<file path="src/rtl/operand_collector_pkg.sv">
// Shared constants for the carry-skip adder datapath: collector state encoding
// and the operand geometry used by the collector, adder top and result serializer.
package operand_collector_pkg;

  localparam int unsigned OP_WIDTH     = 64;
  localparam int unsigned BYTES_PER_OP = 8;

  typedef enum logic [1:0] {
    COLLECT_A = 2'd0,
    COLLECT_B = 2'd1,
    HOLD      = 2'd2
  } state_e;

endpackage

</file>
<file path="src/rtl/operand_collector_byte_timeout_timer.sv">
// Inter-byte idle counter: clears on every byte (kick) and whenever disabled,
// and flags expiry on the last idle cycle of the allowed window.
module byte_timeout_timer
  import operand_collector_pkg::*;
#(
  parameter int unsigned TIMEOUT_CYCLES = 100000
) (
  input  logic clk,
  input  logic rst_n,
  input  logic enable,
  input  logic kick,
  output logic expired
);

  localparam int unsigned TW = $clog2(TIMEOUT_CYCLES) + 1;

  logic [TW-1:0] timer_q;

  assign expired = enable && !kick && (timer_q == TW'(TIMEOUT_CYCLES - 1));

  // Expiry clears the count itself so the counter can never wrap.
  always_ff @(posedge clk or negedge rst_n) begin
    if (!rst_n) begin
      timer_q <= '0;
    end else if (!enable || kick || expired) begin
      timer_q <= '0;
    end else begin
      timer_q <= timer_q + TW'(1);
    end
  end

endmodule

</file>
<file path="src/rtl/operand_collector.sv">
// Assembles two LSB-first operands from a UART byte stream and offers them to
// the adder with a valid/ready handshake; stale partial frames time out.
module operand_collector
  import operand_collector_pkg::*;
#(
  parameter int unsigned BYTES_PER_OP   = operand_collector_pkg::BYTES_PER_OP,
  parameter int unsigned TIMEOUT_CYCLES = 100000
) (
  input  logic                      clk,
  input  logic                      rst_n,
  input  logic [7:0]                rx_data,
  input  logic                      rx_valid,
  output logic [8*BYTES_PER_OP-1:0] op_a,
  output logic [8*BYTES_PER_OP-1:0] op_b,
  output logic                      op_valid,
  input  logic                      op_ready,
  output logic                      busy,
  output logic                      overrun,
  output logic                      timeout_err
);

  localparam int unsigned CNT_W = (BYTES_PER_OP > 1) ? $clog2(BYTES_PER_OP) : 1;

  state_e                    state_q;
  logic [CNT_W-1:0]          cnt_q;
  logic [8*BYTES_PER_OP-1:0] op_a_q;
  logic [8*BYTES_PER_OP-1:0] op_b_q;
  logic                      op_valid_q;
  logic                      busy_q;
  logic                      overrun_q;
  logic                      timeout_err_q;
  logic                      last_byte;
  logic                      tmr_enable;
  logic                      tmr_expired;

  assign last_byte  = (cnt_q == CNT_W'(BYTES_PER_OP - 1));
  assign tmr_enable = busy_q && (state_q != HOLD);

  byte_timeout_timer #(
    .TIMEOUT_CYCLES(TIMEOUT_CYCLES)
  ) u_timer (
    .clk    (clk),
    .rst_n  (rst_n),
    .enable (tmr_enable),
    .kick   (rx_valid),
    .expired(tmr_expired)
  );

  // Frame FSM with byte-lane writes; busy and op_valid are decoded from next state.
  always_ff @(posedge clk or negedge rst_n) begin
    if (!rst_n) begin
      state_q       <= COLLECT_A;
      cnt_q         <= '0;
      op_a_q        <= '0;
      op_b_q        <= '0;
      op_valid_q    <= 1'b0;
      busy_q        <= 1'b0;
      overrun_q     <= 1'b0;
      timeout_err_q <= 1'b0;
    end else begin
      overrun_q     <= 1'b0;
      timeout_err_q <= 1'b0;
      case (state_q)
        COLLECT_A, COLLECT_B: begin
          if (rx_valid) begin
            if (state_q == COLLECT_A) begin
              op_a_q[8*cnt_q +: 8] <= rx_data;
            end else begin
              op_b_q[8*cnt_q +: 8] <= rx_data;
            end
            busy_q <= 1'b1;
            if (last_byte) begin
              cnt_q      <= '0;
              state_q    <= (state_q == COLLECT_A) ? COLLECT_B : HOLD;
              op_valid_q <= (state_q == COLLECT_B);
            end else begin
              cnt_q <= cnt_q + CNT_W'(1);
            end
          end else if (tmr_expired) begin
            state_q       <= COLLECT_A;
            cnt_q         <= '0;
            busy_q        <= 1'b0;
            timeout_err_q <= 1'b1;
          end
        end
        HOLD: begin
          if (op_ready) begin
            // A byte arriving with the handshake starts the next frame at once.
            op_valid_q <= 1'b0;
            state_q    <= COLLECT_A;
            if (rx_valid) begin
              op_a_q[7:0] <= rx_data;
              cnt_q       <= CNT_W'(1);
              busy_q      <= 1'b1;
            end else begin
              cnt_q  <= '0;
              busy_q <= 1'b0;
            end
          end else if (rx_valid) begin
            overrun_q <= 1'b1;
          end
        end
        default: begin
          state_q    <= COLLECT_A;
          cnt_q      <= '0;
          op_valid_q <= 1'b0;
          busy_q     <= 1'b0;
        end
      endcase
    end
  end

  assign op_a        = op_a_q;
  assign op_b        = op_b_q;
  assign op_valid    = op_valid_q;
  assign busy        = busy_q;
  assign overrun     = overrun_q;
  assign timeout_err = timeout_err_q;

endmodule

</file>
<file path="config.mk">
export PLATFORM = sky130hd
export DESIGN_NAME = operand_collector
export DESIGN_NICKNAME = d
export VERILOG_FILES = /design/src/rtl/operand_collector_pkg.sv /design/src/rtl/operand_collector_byte_timeout_timer.sv /design/src/rtl/operand_collector.sv
export SDC_FILE = /design/constraint.sdc
export NUM_CORES = 1
export LEC_CHECK = 0
export ABC_AREA = 1
export ABC_CLOCK_PERIOD_IN_PS = 3200
export CORE_MARGIN = 3
export CORE_UTILIZATION = 32
export CTS_CLUSTER_DIAMETER = 30
export DETAILED_ROUTE_END_ITERATION = 10
export PLACE_DENSITY_LB_ADDON = 0.08
export RECOVER_POWER = 25
export SKIP_CTS_REPAIR_TIMING = 1
export SLEW_MARGIN = 25
export SYNTH_ARGS = -nofsm -noshare
export SYNTH_HDL_FRONTEND = slang
export SYNTH_SLANG_ARGS = --single-unit
</file>
<file path="constraint.sdc">
create_clock -name clk -period 3.2 [get_ports clk]
set_input_delay 0.64 -clock clk [delete_from_list [all_inputs] [get_ports clk]]
set_output_delay 0.64 -clock clk [all_outputs]
set_load 0.01 [all_outputs]
</file>
==> summary.md, run 1 <==
| Metric | Value |
|---|---|
| Power Total | `about 0.0082 W` |
| Total half-perimeter wirelength after legalization and detailed placement | `~13000 um` |
| Vias after detailed routing | `slightly above 5000` |
| Number of warnings reported in the yosys synthesis log | `0` |
| Final Worst Setup Slack | `a little over 800 ps` |
| Hold Path Class | `reg2reg` |
| First-pass GRT wire length | `about 29000 um` |
| Number of global-route vias before repair | `5172` |
| Number of buffer cells added on primary ports | `between 100 and 150` |
| Startpoint kind of the worst setup timing path | `input port` |
| Register clock-pin slew on the reported worst setup and hold paths | `approximately 60 ps` |
| Worst endpoint required time | `between 3000 and 4000 ps` |
| Critical hold path startpoint | `op_a[7]$_DFFE_PN0P_` |
| CORE AREA | `about 20000 um^2` |
| Setup repair after global routing missed its margin | `false` |
| Setup slack of the most critical reg-to-reg path | `roughly 900 ps` |
| Leakage power total | `3.81 nW` |
| Final antenna diode count | `0` |
| Final setup viols | `0` |
| Mean cell area of the mapped netlist | `about 9.4 um^2` |
| Dominant cell by count in the synthesized netlist | `sky130_fd_sc_hd__nand2_1` |
| Leading cell types by total area after synthesis | `sky130_fd_sc_hd__dfrtp_1, sky130_fd_sc_hd__nand2_1, sky130_fd_sc_hd__o21ai_1` |
| Clock sink count | `roughly 160` |
| Clock tree from TritonCTS | `yes` |
| Max VDD drop | `roughly 0.41 mV` |
| Arrival time reported for the critical path endpoint | `about 2800 ps` |
| Cell area after synthesis | `between 6000 and 7000 um^2` |
| Max Slew Vio Count | `0` |
| Cell at the slowest stage of the critical path | `sky130_fd_sc_hd__clkbuf_4` |
| Detail-routed net length per standard cell | `between 15 and 20 um` |
| Max-cap violations | `0` |
| Global route overflow | `0` |
| Type of the worst setup path | `in2async` |
| Worst-path cell chain | `clkbuf_2 -> clkbuf_4` |
| Post-synthesis register bit count | `155` |
| Buffering stage count on the worst path with inverters included | `2` |
| Root buffer cell | `sky130_fd_sc_hd__clkbuf_16` |
| CTS buffer count | `17` |
| Post-route cell area | `around 8800 um^2` |
| Slowest Stage Delay on Critical Path | `1060 ps` |
| Area of the die | `between 20000 and 25000 um^2` |
| Die Span X | `roughly 150 um` |
| Sum of negative setup slack | `0 ps` |
| Unique cell type count in the Yosys netlist | `35` |
| Die Span Y | `~150 um` |
| Final GP Congestion | `0.890` |
| Sequential cell area fraction in the yosys report | `between 50% and 60%` |
| Share of the synthesized area in the top cell type | `between 50% and 60%` |
| Final antenna-violating net count | `0` |
| Aggregate global-route resource usage | `roughly 17%` |
| Clk_lat worst skew | `420 ps` |
| Bufs on Longest Clock Path | `2` |
| Initial antenna violation count | `0` |
| Layout-stage area growth over the synthesis result | `34.2%` |
| Total number of nets in the final design | `about 860` |
| Largest net degree at the start of global routing | `75` |
| Maximum clock frequency | `0.421 GHz` |
| WP depth | `2` |
| Prevailing post-synth register cell | `sky130_fd_sc_hd__dfrtp_1` |
| Ratio of routed vias to standard cells | `around 4.6` |
| Clock skew | `about 14 ps` |
| R2R Path End | `op_b[57]$_DFFE_PN0P_` |
| Critical path capture point type | `asynchronous set/reset pin` |
| Net Count, Synth | `roughly 700` |
| Count of endpoints failing hold in the final timing report | `0` |
| Initial Utilization | `about a third` |
| Number of design rule violations left after detail routing | `0` |
| Slew @ Worst Pin | `roughly 1400 ps` |
| TritonRoute pass-1 iters | `5` |
| Worst-case reg-to-reg path depth | `8` |
| Clock period minus final worst setup slack | `between 2000 and 2500 ps` |
| Startpoint of the worst register-to-register path | `cnt_q[1]$_DFFE_PN0P_` |
| Slew margin rel. | `under 10%` |
| Hold EP | `op_a[7]$_DFFE_PN0P_` |
| Number of standard-cell rows in the floorplan | `slightly above 50` |
| Total power per unit cell area | `931 nW/um^2` |
| Top cells by instance count after synthesis | `sky130_fd_sc_hd__nand2_1, sky130_fd_sc_hd__dfrtp_1, sky130_fd_sc_hd__o21ai_1` |
| Post-synth ARST share | `100%` |
| Number of cells on the worst hold path | `2` |
| Setup Slack @ Placement | `766 ps` |
| Clock H-tree levels | `4` |
| Count of pins on the block boundary | `~140` |
| Post-synthesis cell count | `between 600 and 700` |
| Maximum fanout count along the critical path | `74` |
| Synth area leader | `sky130_fd_sc_hd__dfrtp_1` |
| Routed wire length | `17900 um` |
| Largest delay contributor family on the critical path | `buffers and inverters` |
| First-iteration detailed-routing DRC count | `around 360` |
| Total placed instance area | `8190 um^2` |
| Outcome | `completed` |
| Number of synthesized flops with an enable pin | `0` |
| Share of post-route cells with drive strength above 1 | `under 10%` |
| Final cycle utilization of the critical path | `74.3%` |
## cells in the final DEF, fill, tap and decap left out, types with 2 or more instances in the layout
cell type                         instances
sky130_fd_sc_hd__nand3_2                  2
sky130_fd_sc_hd__nor3_1                   7
sky130_fd_sc_hd__o21ai_1                 97
sky130_fd_sc_hd__nor3_4                   2
sky130_fd_sc_hd__clkdlybuf4s50_1        142
sky130_fd_sc_hd__clkbuf_2                 2
sky130_fd_sc_hd__nand2_2                  8
sky130_fd_sc_hd__clkinv_2                 2
sky130_fd_sc_hd__xor2_1                   9
sky130_fd_sc_hd__nor2_2                   6
sky130_fd_sc_hd__dfrtp_1                155
sky130_fd_sc_hd__clkinvlp_4               3
sky130_fd_sc_hd__nand2_1                183
sky130_fd_sc_hd__clkbuf_16               17
sky130_fd_sc_hd__bufinv_16                2
sky130_fd_sc_hd__a21oi_2                  2
sky130_fd_sc_hd__nand3_4                  4
sky130_fd_sc_hd__a21oi_1                  6
sky130_fd_sc_hd__ha_1                     5
sky130_fd_sc_hd__nor2_1                  69
sky130_fd_sc_hd__o21ai_2                  6
sky130_fd_sc_hd__inv_2                    8
sky130_fd_sc_hd__nand3_1                 34
sky130_fd_sc_hd__nand4_1                  4
sky130_fd_sc_hd__o21ai_0                 13
sky130_fd_sc_hd__inv_6                    3
sky130_fd_sc_hd__inv_4                    3
sky130_fd_sc_hd__inv_1                   43
sky130_fd_sc_hd__o31ai_1                  2
## worst register-to-register path, cell delays in order (launching register included)
cell and delay [ps]:
sky130_fd_sc_hd__dfrtp_1 430, sky130_fd_sc_hd__inv_1 60, sky130_fd_sc_hd__ha_1 350, sky130_fd_sc_hd__inv_2 350
sky130_fd_sc_hd__nand3_1 150, sky130_fd_sc_hd__nor2_1 210, sky130_fd_sc_hd__nand2_1 360, sky130_fd_sc_hd__nand2_1 160
sky130_fd_sc_hd__o21ai_1 80
## per-stage QoR
stage	instances	util (%)	hold slack (ps)
after floorplan	697	-	344
after global placement	1088	41.6	459
after detailed placement	1088	41.6	462
after CTS	1119	44.5	193
after global routing	1119	44.4	500
final	1119	44.4	472
## registers in the layout (all words and copies together) (netlist names)
signal / flops
op_a: 64
u_timer.timer_q: 18
overrun: 1
op_b: 64
op_valid: 1
cnt_q: 3
timeout_err: 1
state_q: 2
busy: 1
## where the power goes
| part | internal [W] | switching, W | leakage (nW) |
|---|---|---|---|
| clock | 0.00118 | 0.000823 | 0.278 |
| sequential | 0.00264 | 0.000436 | 2.07 |
| combinational | 0.00155 | 0.00153 | 1.46 |
## per-layer routing
layer  vias up  wire [um]  track usage (%)
met2       133       8210             25.6
met1      2495       8300             23.4
met4         0        175             4.12
met5         -          0                0
met3        14       1230             6.08
li1       2552          -                -
## worst max path at each step
stage / startpoint / endpoint
floorplan: cnt_q[0]$_DFFE_PN0P_ / op_b[38]$_DFFE_PN0P_
global placement: rx_valid / op_b[44]$_DFFE_PN0P_
detailed placement: rx_valid / op_b[57]$_DFFE_PN0P_
CTS: cnt_q[1]$_DFFE_PN0P_ / op_b[57]$_DFFE_PN0P_
global route: rst_n / op_b[58]$_DFFE_PN0P_
finish: rst_n / op_a[5]$_DFFE_PN0P_
## cell families after synthesis
kind of cell | count (synthesis) | synth area share [%]
AOI/OAI and AO/OA | 128 | 10.5
xor gates and xnor gates | 10 | 1.34
adders and majority gates | 5 | 0.959
buffers and inverters | 74 | 5.20
DFF | 155 | 59.5
and+or+nand+nor | 325 | 22.5
## layout make-up
cell class              count  area, um^2
clock buffers              19         443
repair buffers            146        1450
multi-input cells         468        2300
fillers                  1906       11000
flip-flops and latches    155        3880
well taps                 265         332
inverters                  54         210
clock inverters            12         139
Power figures use the tool's default switching activity.
==> run 2: changes to the inputs <==
--- a/config.mk
+++ b/config.mk
@@ -6,7 +6,7 @@
 export NUM_CORES = 1
 export LEC_CHECK = 0
 export ABC_AREA = 1
-export ABC_CLOCK_PERIOD_IN_PS = 3200
+export ABC_CLOCK_PERIOD_IN_PS = 1900
 export CORE_MARGIN = 3
 export CORE_UTILIZATION = 32
 export CTS_CLUSTER_DIAMETER = 30
==> constraint.sdc (replaced) <==
create_clock -name clk -period 1.9 [get_ports clk]
set_input_delay 0.38 -clock clk [delete_from_list [all_inputs] [get_ports clk]]
set_output_delay 0.38 -clock clk [all_outputs]
set_load 0.01 [all_outputs]
==> run 2 against run 1 <==
Net effect: power increased by 70%; clock power increased by 58%; via count is 2.3% higher; cell count grew 1.7%; final area increased by 2.1%; combinational power grew 79%; non-clock buffer count is 18 higher; register-to-register slack got worse by 770 ps; routed wire length is 3.8% higher; worst hold slack better by 2.7 ps; die area unchanged; critical path depth decreased by 1; largest cell class unchanged; largest power group unchanged.
==> summary.md, run 2 (same netlist as run 1, synthesis figures left out) <==
| Metric | Value |
|---|---|
| Number of buffer cells added on primary ports | `around 140` |
| Final instance count without filler cells | `about 1100` |
| Layout-stage area growth over the synthesis result | `37.0%` |
| Initial Utilization | `between 30% and 40%` |
| CTS buffer count | `17` |
| Maximum fanout count along the critical path | `2` |
| Worst endpoint required time | `approximately 1500 ps` |
| Area of the die | `between 20000 and 25000 um^2` |
| Detail-routed net length per standard cell | `roughly 16 um` |
| Fill cell count | `1891` |
| Total power per unit cell area | `1550 nW/um^2` |
| Clock sink count | `between 150 and 200` |
| Root buffer cell | `sky130_fd_sc_hd__clkbuf_16` |
| Slowest Stage Delay on Critical Path | `between 500 and 600 ps` |
| Final cycle utilization of the critical path | `93.6%` |
| First-pass GRT wire length | `roughly 30000 um` |
| Clock period minus final worst setup slack | `~1800 ps` |
| Startpoint of the worst register-to-register path | `cnt_q[1]$_DFFE_PN0P_` |
| Cell at the slowest stage of the critical path | `sky130_fd_sc_hd__clkdlybuf4s50_1` |
| Highest-count cells in the layout ignoring fill and taps | `sky130_fd_sc_hd__nand2_1, sky130_fd_sc_hd__dfrtp_1, sky130_fd_sc_hd__clkdlybuf4s50_1, sky130_fd_sc_hd__o21ai_1, sky130_fd_sc_hd__nor2_1` |
| Buffering stage count on the worst path with inverters included | `1` |
| Critical path capture point type | `output pin` |
| Ratio of routed vias to standard cells | `~4.7` |
| Largest delay contributor family on the critical path | `buffers and inverters` |
| Routed wire length | `between 15000 and 20000 um` |
| Total half-perimeter wirelength after legalization and detailed placement | `13200 um` |
| Clock tree from TritonCTS | `yes` |
| Hold EP | `op_a[7]$_DFFE_PN0P_` |
| Placed cell count | `~1100` |
| Setup slack of the most critical reg-to-reg path | `about 150 ps` |
| Leakage power total | `3.90 nW` |
| Count of endpoints failing hold in the final timing report | `0` |
| Global route overflow | `0` |
| Arrival time reported for the critical path endpoint | `between 1000 and 1500 ps` |
| Hold Path Class | `reg2reg` |
| Share of post-route cells with drive strength above 1 | `12.0%` |
| Outcome | `completed` |
| Worst-case reg-to-reg path depth | `9` |
| Final Core Density | `45.3%` |
| Number of cells on the worst hold path | `2` |
| Die Span Y | `149 um` |
| Aggregate global-route resource usage | `between 10% and 20%` |
| Sum of negative setup slack | `0 ps` |
| Max-cap violations | `0` |
| R2R Path End | `op_a[2]$_DFFE_PN0P_` |
| Count of pins on the block boundary | `between 100 and 150` |
| Clock skew | `6.37 ps` |
| Slew margin rel. | `a little over 40%` |
| Final antenna-violating net count | `0` |
| Max Slew Vio Count | `0` |
| CORE AREA | `about 20000 um^2` |
| Number of standard-cell rows in the floorplan | `between 50 and 60` |
| Final antenna diode count | `0` |
| Worst-path cell chain | `clkdlybuf4s50_1` |
| Clk_lat worst skew | `420 ps` |
| Startpoint kind of the worst setup timing path | `register` |
| Power Total | `roughly 0.014 W` |
| Leading cell type in the layout, fill and taps excluded | `sky130_fd_sc_hd__nand2_1` |
| Total number of nets in the final design | `877` |
| TritonRoute pass-1 iters | `7` |
| Maximum clock frequency | `0.562 GHz` |
| Largest net degree at the start of global routing | `60` |
| Slew @ Worst Pin | `about 900 ps` |
| Worst setup path startpoint | `op_a[0]$_DFFE_PN0P_` |
| First-iteration detailed-routing DRC count | `about 380` |
| Type of the worst setup path | `reg2out` |
| Initial antenna violation count | `0` |
| Vias after detailed routing | `5313` |
| Number of design rule violations left after detail routing | `0` |
| Bufs on Longest Clock Path | `2` |
| Register clock-pin slew on the reported worst setup and hold paths | `~60 ps` |
| Setup repair after global routing missed its margin | `true` |
| Die Span X | `about 150 um` |
| Max VDD drop | `roughly 0.77 mV` |
| Number of global-route vias before repair | `around 5300` |
| Clock H-tree levels | `4` |
| Final setup viols | `0` |
| Final GP Congestion | `between 0.8 and 0.9` |
| Critical hold path startpoint | `op_a[7]$_DFFE_PN0P_` |
-- run 2: where the power goes --
group	switching, W	internal [W]	leakage, nW	total [W]
registers	0.000726	0.00444	2.07	0.00516
logic	0.00270	0.00282	1.58	0.00552
clock network	0.00146	0.00170	0.253	0.00316
total	0.00489	0.00895	3.90	0.0138
-- run 2: worst max-delay path by stage --
stage	end	slack, ps	cells after the start
final	op_a[0]	120	1
after global routing	op_a[63]$_DFFE_PN0P_	-5	8
after CTS	op_b[53]$_DFFE_PN0P_	90	7
after detailed placement	op_a[33]$_DFFE_PN0P_	-40	8
after global placement	op_a[38]$_DFFE_PN0P_	-30	8
after floorplan	op_a[22]$_DFFE_PN0P_	-100	10
-- run 2: area by class of cell --
| cell class | instances | area (um^2) | share of cell area [%] |
|---|---|---|---|
| clock buffer | 19 | 433 | 4.85 |
| clock inverter | 13 | 108 | 1.20 |
| inverter | 54 | 223 | 2.49 |
| multi-input combinational | 468 | 2340 | 26.2 |
| sequential | 155 | 3880 | 43.4 |
| tap | 265 | 332 | 3.71 |
| timing repair buffer | 164 | 1620 | 18.1 |
-- run 2: worst reg2reg max path: stages (launching register included) --
cell and delay (ps):
sky130_fd_sc_hd__dfrtp_1 350, sky130_fd_sc_hd__inv_1 70, sky130_fd_sc_hd__ha_4 160, sky130_fd_sc_hd__ha_4 260, sky130_fd_sc_hd__inv_4 100, sky130_fd_sc_hd__nand4_2 180, sky130_fd_sc_hd__nand2_2 250, sky130_fd_sc_hd__nand2_4 130
sky130_fd_sc_hd__nand2_1 80, sky130_fd_sc_hd__nand2_1 60
-- run 2: layer usage --
| layer | up-vias | share of wire [%] | GRT usage (%) |
|---|---|---|---|
| li1 | 2587 | - | - |
| met1 | 2549 | 47 | 24.4 |
| met2 | 150 | 45 | 26.4 |
| met3 | 27 | 6.2 | 5.47 |
| met4 | 0 | 2.0 | 5.40 |
| met5 | - | 0 | 0 |
-- run 2: through the flow --
stage | hold WS (ps) | cell area, um^2 | setup WS (ps)
detailed placement | 301 | 8380 | -43.2
CTS | -156 | 8920 | 92.5
floorplan | 84.4 | 6600 | -97.0
global placement | 299 | 8380 | -29.6
global route | 508 | 8930 | -4.67
finish | 474 | 8930 | 121
==> run 3: changes to the inputs <==
--- a/config.mk
+++ b/config.mk
@@ -6,9 +6,9 @@
 export NUM_CORES = 1
 export LEC_CHECK = 0
 export ABC_AREA = 1
-export ABC_CLOCK_PERIOD_IN_PS = 1900
+export ABC_CLOCK_PERIOD_IN_PS = 2300
 export CORE_MARGIN = 3
-export CORE_UTILIZATION = 32
+export CORE_UTILIZATION = 54
 export CTS_CLUSTER_DIAMETER = 30
 export DETAILED_ROUTE_END_ITERATION = 10
 export PLACE_DENSITY_LB_ADDON = 0.08
==> constraint.sdc (replaced) <==
create_clock -name clk -period 2.3 [get_ports clk]
set_input_delay 0.46 -clock clk [delete_from_list [all_inputs] [get_ports clk]]
set_output_delay 0.46 -clock clk [all_outputs]
set_load 0.01 [all_outputs]
==> run 3 against run 2 <==
Net effect: first-iteration DRC count grew 33%; via count grew 0.17%; die area shrank 39%; final area shrank 2.5%; clock skew is essentially flat; global-route usage grew 9.3 points; routed wire length shrank 8.2%; clock-buffer cell count grew 1; power shrank 17%; sequential power shrank 17%; sequential cell count is the same; critical path depth grew 8; critical path type is now reg2reg; critical endpoint is now op_b[46]$_DFFE_PN0P_; largest power group unchanged.
==> summary.md, run 3 (same netlist as run 1, synthesis figures left out) <==
| Metric | Value |
|---|---|
| Fill cell count | `840` |
| First-pass GRT wire length | `approximately 28000 um` |
| Slew margin rel. | `between 20% and 30%` |
| Worst-path cell chain | `inv_1 -> ha_1 -> ha_1 -> inv_1 -> nand3_1 -> nor2_1 -> nand2_1 -> nand2_1 -> o21ai_1` |
| Leading cell type in the layout, fill and taps excluded | `sky130_fd_sc_hd__nand2_1` |
| Die Span Y | `approximately 120 um` |
| Clock tree from TritonCTS | `yes` |
| Bufs on Longest Clock Path | `2` |
| TritonRoute pass-1 iters | `6` |
| Vias after detailed routing | `5322` |
| Ratio of routed vias to standard cells | `approximately 5.3` |
| Layout-stage area growth over the synthesis result | `33.6%` |
| Routed wire length | `around 17000 um` |
| Max Slew Vio Count | `0` |
| Detail-routed net length per standard cell | `about 17 um` |
| Initial antenna violation count | `0` |
| Final cycle utilization of the critical path | `between 80 and 90%` |
| Clock skew | `approximately 6.3 ps` |
| Leakage power total | `3.87 nW` |
| Clock sink count | `between 150 and 200` |
| Area used by sequential logic in the layout | `around 3900 um^2` |
| Aggregate global-route resource usage | `between 20% and 30%` |
| Worst endpoint required time | `between 2000 and 3000 ps` |
| Final GP Congestion | `approximately 0.92` |
| Cell at the slowest stage of the critical path | `sky130_fd_sc_hd__dfrtp_1` |
| Total half-perimeter wirelength after legalization and detailed placement | `around 12000 um` |
| Count of pins on the block boundary | `144` |
| Number of buffer cells added on primary ports | `between 100 and 150` |
| Final instance count without filler cells | `1004` |
| Arrival time reported for the critical path endpoint | `between 2000 and 2500 ps` |
| Largest net degree at the start of global routing | `64` |
| Buffering stage count on the worst path with inverters included | `2` |
| Max-cap violations | `0` |
| Share of post-route cells with drive strength above 1 | `between 10% and 20%` |
| Footprint of the multi-input gates | `2310 um^2` |
| Largest delay contributor family on the critical path | `simple AND/OR/NAND/NOR gates` |
| Number of design rule violations left after detail routing | `0` |
| CORE AREA | `approximately 12000 um^2` |
| Maximum fanout count along the critical path | `16` |
| Startpoint kind of the worst setup timing path | `register` |
| Final setup viols | `0` |
| Area of the die | `roughly 13000 um^2` |
| Slew @ Worst Pin | `between 1000 and 1500 ps` |
| Register clock-pin slew on the reported worst setup and hold paths | `approximately 60 ps` |
| Highest-count cells in the layout ignoring fill and taps | `sky130_fd_sc_hd__nand2_1, sky130_fd_sc_hd__dfrtp_1, sky130_fd_sc_hd__clkdlybuf4s50_1, sky130_fd_sc_hd__o21ai_1, sky130_fd_sc_hd__nor2_1` |
| Slowest Stage Delay on Critical Path | `about 450 ps` |
| Die Span X | `about 120 um` |
| Clock period minus final worst setup slack | `a little over 2000 ps` |
| Hold Path Class | `reg2reg` |
| CTS buffer count | `17` |
| First-iteration detailed-routing DRC count | `approximately 500` |
| Type of the worst setup path | `reg2reg` |
| Maximum clock frequency | `0.485 GHz` |
| Max VDD drop | `0.815 mV` |
| Sum of negative setup slack | `0 ps` |
| Initial Utilization | `a little under three fifths` |
| Clk_lat worst skew | `approximately 420 ps` |
| Critical path capture point type | `register` |
| Global route overflow | `0` |
| Outcome | `completed` |
| Power Total | `0.0115 W` |
| Final antenna-violating net count | `0` |
| Final antenna diode count | `0` |
| Total power per unit cell area | `roughly 1300 nW/um^2` |
| Clock H-tree levels | `4` |
| Count of endpoints failing hold in the final timing report | `0` |
| Number of global-route vias before repair | `approximately 5300` |
| Setup repair after global routing missed its margin | `false` |
| Placed cell count | `970` |
| Number of standard-cell rows in the floorplan | `39` |
| Root buffer cell | `sky130_fd_sc_hd__clkbuf_16` |
| Total number of nets in the final design | `865` |
-- run 3: cell count changes in the layout (fill, tap and decap cells not counted), moves of 2 or more --
cell,before,now
sky130_fd_sc_hd__ha_4,2,0
sky130_fd_sc_hd__clkinv_4,2,4
sky130_fd_sc_hd__bufinv_16,0,3
sky130_fd_sc_hd__clkinvlp_4,4,0
sky130_fd_sc_hd__buf_4,15,5
sky130_fd_sc_hd__inv_6,5,2
sky130_fd_sc_hd__inv_2,6,8
sky130_fd_sc_hd__ha_1,3,5
sky130_fd_sc_hd__inv_4,5,3
-- run 3: final cells by class --
type                    instances  share of cell area [%]
clock buffers                  20                    5.13
clock inverters                12                    1.88
inverters                      54                    2.41
multi-input cells             468                    26.5
flip-flops and latches        155                    44.5
well taps                     143                    2.05
repair buffers                152                    17.5
-- run 3: metrics by stage --
stage               utilization [%]  hold WS [ps]  instance area (um^2)  setup slack (ps)
floorplan                         -           164                  6520              74.7
global placement               69.6           421                  8080               261
detailed placement             69.6           427                  8080               160
CTS                            74.9         -24.7                  8690               110
global route                   75.0           498                  8710              18.1
finish                         75.0           482                  8710               237
-- run 3: final timing paths --
path                                 startpoint                             to  slack [ps]  cells after the start
min reg2reg                 op_b[2]$_DFFE_PN0P_            op_b[2]$_DFFE_PN0P_         480                      2
max reg2reg                cnt_q[1]$_DFFE_PN0P_           op_b[46]$_DFFE_PN0P_         240                      9
max in group asynchronous                 rst_n           op_a[36]$_DFFE_PN0P_         350                      3
min in group asynchronous                 rst_n  u_timer.timer_q[15]$_DFF_PN0_         820                      2
min                         op_b[2]$_DFFE_PN0P_            op_b[2]$_DFFE_PN0P_         480                      2
max                        cnt_q[1]$_DFFE_PN0P_           op_b[46]$_DFFE_PN0P_         240                      9
-- run 3: metal layers --
metal | GRT usage (%) | wire length [um] | up-vias
met1 | 35.6 | 7260 | 2532
met3 | 8.93 | 1320 | 31
met5 | 0 | 0 | -
met2 | 42.3 | 8190 | 202
met4 | 8.28 | 311 | 0
li1 | - | - | 2557
-- run 3: worst min-delay path, delay by kind of cell, from the launching register on --
family	cells	cell delay (ps)
AND/OR/NAND/NOR	1	60
AO/OA/AOI/OAI	1	50
flip-flops	1	340
-- run 3: report_power, final --
| group | switching [W] | leakage [nW] | total, W | internal [W] |
|---|---|---|---|---|
| Sequential | 0.000612 | 2.07 | 0.00428 | 0.00367 |
| Clock | 0.00113 | 0.301 | 0.00288 | 0.00175 |
| Combinational | 0.00219 | 1.50 | 0.00438 | 0.00219 |
